<file path="config.mk">
export PLATFORM = sky130hd
export DESIGN_NAME = lfsr_fifo
export DESIGN_NICKNAME = d
export VERILOG_FILES = /design/src/rtl/lfsr_fifo_pkg.sv /design/src/rtl/lfsr_fifo_ptr.sv /design/src/rtl/lfsr_fifo.sv
export SDC_FILE = /design/constraint.sdc
export NUM_CORES = 1
export LEC_CHECK = 0
export CAP_MARGIN = 20
export CORE_MARGIN = 8
export CORE_UTILIZATION = 25
export DETAILED_ROUTE_END_ITERATION = 6
export SYNTH_ARGS = -nofsm -noshare
export SYNTH_HDL_FRONTEND = slang
export SYNTH_HIERARCHICAL = 1
export SYNTH_SLANG_ARGS = --single-unit
</file>
<file path="constraint.sdc">
create_clock -name clock -period 4.62 [get_ports clock]
set_input_delay 0.924 -clock clock [delete_from_list [all_inputs] [get_ports clock]]
set_output_delay 0.924 -clock clock [all_outputs]
set_load 0.01 [all_outputs]
</file>
<file path="src/rtl/lfsr_fifo_pkg.sv">
// Shared definitions for the LFSR-addressed FIFO: legal pointer widths,
// the operation encoding and the feedback function used by the pointers.
package lfsr_fifo_pkg;

  localparam int MIN_ADDR_BITS = 3;
  localparam int MAX_ADDR_BITS = 9;

  // What the FIFO actually does on a given edge once full/empty gating is applied.
  typedef enum logic [1:0] {
    OP_IDLE  = 2'b00,
    OP_READ  = 2'b01,
    OP_WRITE = 2'b10,
    OP_BOTH  = 2'b11
  } fifoOp_e;

  // Feedback bit for an n-bit shift-left LFSR. The lockup term injects the
  // all-zeros state so the sequence covers all 2**n values, not 2**n - 1.
  function automatic logic lfsrFeedback(input logic [MAX_ADDR_BITS-1:0] ptr,
                                        input int n);
    logic                     taps;
    logic [MAX_ADDR_BITS-1:0] lowMask;
    logic                     lockup;
    case (n)
      4:       taps = ptr[3] ^ ptr[2];
      5:       taps = ptr[4] ^ ptr[2];
      6:       taps = ptr[5] ^ ptr[4];
      7:       taps = ptr[6] ^ ptr[5];
      8:       taps = ptr[7] ^ ptr[5] ^ ptr[4] ^ ptr[3];
      9:       taps = ptr[8] ^ ptr[4];
      default: taps = ptr[2] ^ ptr[1];
    endcase
    lowMask = (MAX_ADDR_BITS'(1) << (n - 1)) - MAX_ADDR_BITS'(1);
    lockup  = ~|(ptr & lowMask);
    return taps ^ lockup;
  endfunction

endpackage

</file>
<file path="src/rtl/lfsr_fifo_ptr.sv">
// Full-cycle LFSR pointer, seeded to all ones, stepping only when advanced.
module lfsr_ptr
  import lfsr_fifo_pkg::*;
#(
  parameter int ADDR_BITS = 4
) (
  input  logic                 clock,
  input  logic                 reset,
  input  logic                 advance,
  output logic [ADDR_BITS-1:0] ptr,
  output logic [ADDR_BITS-1:0] ptr_next
);

  logic [ADDR_BITS-1:0] ptr_q;
  logic [ADDR_BITS-1:0] ptr_d;
  logic                 fb;

  // Successor state of the LFSR and the held-or-advanced next value.
  always_comb begin
    fb       = lfsrFeedback(MAX_ADDR_BITS'(ptr_q), ADDR_BITS);
    ptr_next = {ptr_q[ADDR_BITS-2:0], fb};
    ptr_d    = advance ? ptr_next : ptr_q;
  end

  // Pointer register; reset returns it to the all-ones seed.
  always_ff @(posedge clock or negedge reset) begin
    if (!reset) begin
      ptr_q <= '1;
    end else begin
      ptr_q <= ptr_d;
    end
  end

  assign ptr = ptr_q;

endmodule

</file>
<file path="src/rtl/lfsr_fifo.sv">
// Synchronous FIFO whose storage is addressed directly by LFSR pointers,
// with registered read data and one-cycle error pulses for rejected requests.
module lfsr_fifo
  import lfsr_fifo_pkg::*;
#(
  parameter int WIDTH     = 8,
  parameter int ADDR_BITS = 4
) (
  input  logic                 clock,
  input  logic                 reset,
  input  logic                 wr_en,
  input  logic [WIDTH-1:0]     din,
  input  logic                 rd_en,
  output logic [WIDTH-1:0]     dout,
  output logic                 dout_valid,
  output logic                 full,
  output logic                 empty,
  output logic [ADDR_BITS:0]   count,
  output logic                 wr_err,
  output logic                 rd_err
);

  localparam int                 DEPTH       = 1 << ADDR_BITS;
  localparam logic [ADDR_BITS:0] DEPTH_COUNT = (ADDR_BITS + 1)'(DEPTH);

  logic [WIDTH-1:0]     mem [DEPTH];

  logic [ADDR_BITS-1:0] wrPtr;
  logic [ADDR_BITS-1:0] rdPtr;
  logic [ADDR_BITS-1:0] wrPtrNext;
  logic [ADDR_BITS-1:0] rdPtrNext;
  logic                 unusedPtrNext;

  logic                 wrAccept;
  logic                 rdAccept;
  fifoOp_e              op;

  logic [ADDR_BITS:0]   count_q;
  logic [ADDR_BITS:0]   count_d;
  logic [WIDTH-1:0]     dout_q;
  logic [WIDTH-1:0]     dout_d;
  logic                 doutValid_q;
  logic                 wrErr_q;
  logic                 rdErr_q;

  assign full  = (count_q == DEPTH_COUNT);
  assign empty = (count_q == '0);

  assign wrAccept = wr_en && !full;
  assign rdAccept = rd_en && !empty;
  assign op       = fifoOp_e'({wrAccept, rdAccept});

  lfsr_ptr #(.ADDR_BITS(ADDR_BITS)) uWrPtr (
    .clock    (clock),
    .reset    (reset),
    .advance  (wrAccept),
    .ptr      (wrPtr),
    .ptr_next (wrPtrNext)
  );

  lfsr_ptr #(.ADDR_BITS(ADDR_BITS)) uRdPtr (
    .clock    (clock),
    .reset    (reset),
    .advance  (rdAccept),
    .ptr      (rdPtr),
    .ptr_next (rdPtrNext)
  );

  // Storage is addressed by the current pointers, so the look-ahead values go unused here.
  assign unusedPtrNext = ^{wrPtrNext, rdPtrNext};

  // Occupancy and read-data next state; simultaneous read+write leaves count alone.
  always_comb begin
    count_d = count_q;
    case (op)
      OP_WRITE: count_d = count_q + 1'b1;
      OP_READ:  count_d = count_q - 1'b1;
      default:  count_d = count_q;
    endcase
    dout_d = rdAccept ? mem[rdPtr] : dout_q;
  end

  // Memory array is deliberately not reset; empty hides stale contents.
  always_ff @(posedge clock) begin
    if (wrAccept) begin
      mem[wrPtr] <= din;
    end
  end

  // Registered status, read data and error pulses.
  always_ff @(posedge clock or negedge reset) begin
    if (!reset) begin
      count_q     <= '0;
      dout_q      <= '0;
      doutValid_q <= 1'b0;
      wrErr_q     <= 1'b0;
      rdErr_q     <= 1'b0;
    end else begin
      count_q     <= count_d;
      dout_q      <= dout_d;
      doutValid_q <= rdAccept;
      wrErr_q     <= wr_en && full;
      rdErr_q     <= rd_en && empty;
    end
  end

  assign count      = count_q;
  assign dout       = dout_q;
  assign dout_valid = doutValid_q;
  assign wr_err     = wrErr_q;
  assign rd_err     = rdErr_q;

endmodule

</file>
==> reports/results.ini, run 1 <==
[logic_synthesis]
syn_area_per_cell_sq_um=19.4
yosysWarnings=6
syn_inst=316
synth_nets=332
netlist_area_sq_um=6120

[critical_path]
end_kind=output pin
cp_slowest_cell=or4_4
arrival_ns=2.23
crit_buf_inv=1
path_delay_family=simple AND/OR/NAND/NOR gates
critPathLaunchType=flip-flop
cp_max_fo=9
worstSetupPathType=reg2out
critPathRequiredTime_ns=3.70
cpPeakStageDelay_ns=0.61
path_cells=or4_4 > nor2_1 > clkdlybuf4s50_1

[global_routing]
grt_max_degree=36
grt_overflow=0
grt_pass1_vias=3229
track_usage=0.0862
antenna_found_initial=0
grt_pass1_wl_mm=18.5

[cts]
cts_setup_buffers=0
cts.path.max_buffers=2
holdBufCountCts=0
root_buffer=clkbuf_16
cts.sinks=152
clock_latency_ns=0.43
cts_tree=yes
post_cts_resized=0
cts_inserted_buffers=17
h-tree-depth=4
clkTransAtPathRegs_ns=0.06

[timing]
hold_violations=0
fin_crit_ns=3.16
tightest_slew_ns=1.01
maxSlewViolCount=0
post-route-period-util=0.683
finClkSkew_ns=0.0115
rsz0062_at_grt=false
max_freq_ghz=0.317
fin_tns_setup_ns=0
slew_headroom=0.326
setup_viol=0

[placement]
dp_hpwl_mm=7.92
dpl-instance-area_sq_um=6730
io_buffers=29
gp_congestion=0.768

[die]
die_h_um=172
row_count=57
core_area_sq_um=24200
die_w_um=172
ioPinCount=30
die_area_sq_um=29700
initial_core_util=0.253

[drt]
drc=0
drtPass1Iterations=4
drt-initial-drc-count=313
wl_met3_um=736
vias=2999
vias_per_cell=4.33
wl_per_cell_um=17.5
met1_length_mm=5.16
highest_layer=met4
ant_nets=0
totalWireLength_mm=12.1
wl_met2_mm=6.08

[final_layout]
fin_nets=371
synthToLayoutAreaGrowth_pct=20.0
multi_input_area_sq_um=1510
fin_area_sq_um=7340
regArea_sq_um=4450
antennaDiodeCount=0
nFillCells=2298
drive_above_1_share=0.250

[pwr]
pwr_density_cell_nw_per_um2=612
p_leak_nw=2.37
finalPower_mw=4.50
peakVddDrop_mv=0.288

[min_path]
worstHoldPathType=reg2reg

[run]
maxCapViolations=0

[outcome]
outcome=finished, final reports clean

-- state kept, by name, indices dropped and copies added (netlist names) --
register	cells
count	5
dout	8
dout_valid	1
mem	128
rd_err	1
uRdPtr/ptr	4
uWrPtr/ptr	4
wr_err	1
-- path summary, 6_finish.rpt --
path	start	slack (ns)	end	cells past startpoint
max in group asynchronous	reset	3.24	uWrPtr/ptr[0]	2
worst max-delay path	count[2]	1.46	empty	3
worst min register to register	uWrPtr/ptr[0]	0.57	uWrPtr/ptr[0]	2
worst max register to register	count[2]	1.51	count[4]	10
worst min-delay path	uWrPtr/ptr[0]	0.57	uWrPtr/ptr[0]	2
min in group asynchronous	reset	0.75	count[0]	1
-- cell type report --
| class | count | area share |
|---|---|---|
| clock inverter | 13 | 0.0244 |
| timing repair buffer | 36 | 0.0467 |
| tap | 324 | 0.0552 |
| multi-input combinational | 144 | 0.206 |
| sequential | 152 | 0.607 |
| clock buffer | 19 | 0.0590 |
| inverter | 4 | 0.00204 |
-- metrics by stage --
stage | setup WS (ns) | hold slack, ns | instances | utilization
floorplan | 1.60 | 0.486 | 316 | -
global placement | 1.30 | 0.540 | 660 | 0.278
detailed placement | 1.19 | 0.555 | 660 | 0.278
CTS | 1.43 | 0.562 | 692 | 0.304
global route | 1.34 | 0.592 | 692 | 0.304
finish | 1.46 | 0.572 | 692 | 0.304
-- metal layers --
metal | vias to the layer above | global-route usage
met3 | 14 | 0.0299
met1 | 1552 | 0.101
met4 | 0 | 0.0349
li1 | 1361 | -
met2 | 72 | 0.143
met5 | - | 0
-- worst reg2reg max path, stage by stage, from the launching register on --
cell and delay (ns):
dfrtp_1 0.48, or4_4 0.61, o21a_1 0.19, buf_4 0.21, ha_1 0.32, xor2_1 0.20, ha_1 0.23, o211a_1 0.25
o31ai_1 0.24, a31oi_1 0.10, xor2_1 0.16
-- cell usage in the layout, fill, tap and decap left out, drive strengths merged, types with 2 or more instances in the layout --
| cell | count |
|---|---|
| edfxtp | 128 |
| nand2 | 3 |
| and2 | 3 |
| inv | 4 |
| mux4 | 32 |
| o22ai | 16 |
| nor2 | 17 |
| nor3 | 6 |
| nand2b | 5 |
| nand3b | 2 |
| dfstp | 8 |
| buf | 7 |
| mux2i | 2 |
| mux2 | 13 |
| xor2 | 4 |
| bufinv | 4 |
| ha | 4 |
| clkinvlp | 4 |
| clkinv | 5 |
| a21oi | 11 |
| o21ai | 8 |
| a211oi | 2 |
| clkbuf | 19 |
| clkdlybuf4s50 | 29 |
| dfrtp | 16 |
-- where the power goes --
part / switching, mW / internal [mW]
Sequential: 0.285 / 1.73
Combinational: 0.460 / 0.600
Clock: 0.526 / 0.898
Total: 1.27 / 3.23
Power figures use the tool's default switching activity.
==> run 2: changes to the inputs <==
- clock period: 4.62 -> 2.7 ns (I/O delays scaled with it)
==> reports/results.ini, run 2 (synthesis results as in run 1) <==
[cts]
root_buffer=clkbuf_16
clock_latency_ns=0.42
cts_tree=yes
clkTransAtPathRegs_ns=0.06
cts_inserted_buffers=17
h-tree-depth=4
cts.sinks=152
cts.path.max_buffers=2
holdBufCountCts=0

[die]
row_count=57
die_h_um=172
die_w_um=172
core_area_sq_um=24200
ioPinCount=30
initial_core_util=0.253
die_area_sq_um=29700

[timing]
maxSlewViolCount=0
setup_viol=0
max_freq_ghz=0.395
hold_violations=0
rsz0062_at_grt=false
tightest_slew_ns=0.565
slew_headroom=0.622
fin_crit_ns=2.53
post-route-period-util=0.938
timing.final.ws_setup_ns=0.168
finClkSkew_ns=0.00918

[global_routing]
grt_overflow=0
grt_max_degree=25
grt_pass1_wl_mm=19.3
grt_pass1_vias=3259
track_usage=0.0892
antenna_found_initial=0

[critical_path]
reg2reg_slack_ns=0.17
r2r_cells=9
startpoint=count[1]
regToRegEndpoint=count[4]
critPathLaunchType=flip-flop
arrival_ns=2.82
critPathRequiredTime_ns=2.99
crit_path_end=count[4]
cp_max_fo=8
end_kind=flip-flop
r2r_start=count[1]
worstSetupPathType=reg2reg

[final_layout]
largest_register_ffs=128
synthToLayoutAreaGrowth_pct=23.4
regArea_sq_um=4450
postLayoutCoreUtil=0.313
fin_nets=393
layout_commonest_cell=edfxtp_1
stdcell_count=714
regMostFlops=mem
fin_area_sq_um=7560
multi_input_area_sq_um=1540
final_cell_mix=edfxtp_1, mux4_2, clkdlybuf4s50_1, buf_4
drive_above_1_share=0.300
antennaDiodeCount=0
nFillCells=2312

[drt]
ant_nets=0
met1_length_mm=5.45
wl_met2_mm=6.05
highest_layer=met4
wl_met3_um=768
drtPass1Iterations=4
vias_per_cell=4.40
totalWireLength_mm=12.4
drt-initial-drc-count=230
wl_per_cell_um=17.4
vias=3145
drc=0

[placement]
place_inst=682
dp_hpwl_mm=8.31
gp_congestion=0.737
io_buffers=29
dpl-instance-area_sq_um=6920
dp_slack_ns=0.0878

[run]
maxCapViolations=0

[min_path]
worstHoldPathType=in2async

[pwr]
peakVddDrop_mv=0.500
pwr_density_cell_nw_per_um2=1050
finalPower_mw=7.92
p_leak_nw=2.53

[outcome]
outcome=finished, final reports clean

==> run 2: metal layers <==
metal  global-route usage  vias to the layer above
li1                     -                     1405
met1                0.111                     1635
met2                0.142                       92
met3               0.0324                       13
met4               0.0300                        0
met5                    0                        -
==> run 2: final cells by class <==
type | instances | area share
well taps | 324 | 0.0537
clock buffers | 18 | 0.0568
inverters | 4 | 0.00199
repair buffers | 58 | 0.0692
multi-input cells | 144 | 0.203
clock inverters | 14 | 0.0257
flip-flops and latches | 152 | 0.590
==> run 2: worst max-delay path, cell delays in order, from the launching register on <==
cell and delay [ns]:
dfrtp_1 0.38, or4_4 0.58, o21a_1 0.25, ha_4 0.20, xor2_1 0.15, ha_2 0.19, o211a_1 0.21, o31ai_1 0.23
a31oi_1 0.08, xor2_1 0.15
==> run 2: how the worst min path moves through the flow <==
stage                   from             to  depth (start not counted)
2_1_floorplan          reset       count[0]                          0
3_3_place_gp   uWrPtr/ptr[3]  uWrPtr/ptr[3]                          2
3_5_place_dp   uWrPtr/ptr[3]  uWrPtr/ptr[3]                          2
4_1_cts                reset        dout[3]                          2
5_1_grt                reset        dout[3]                          2
6_report               reset        dout[3]                          2
==> run 2: power breakdown <==
group / internal (mW) / switching [mW]
combinational: 1.14 / 0.983
clock: 1.56 / 0.934
sequential: 2.95 / 0.356
total: 5.65 / 2.27
==> run 2: timing repair <==
item / CTS / global route
setup buffers: 0 / 0
gates resized for setup: 0 / 2
setup endpoints to repair: 0 / 3
==> run 2: stage by stage <==
| step | TNS, ns | hold WS, ns |
|---|---|---|
| 2_1_floorplan | -0.294 | 0.244 |
| 3_3_place_gp | 0 | 0.534 |
| 3_5_place_dp | 0 | 0.542 |
| 4_1_cts | 0 | 0.529 |
| 5_1_grt | 0 | 0.559 |
| 6_report | 0 | 0.514 |
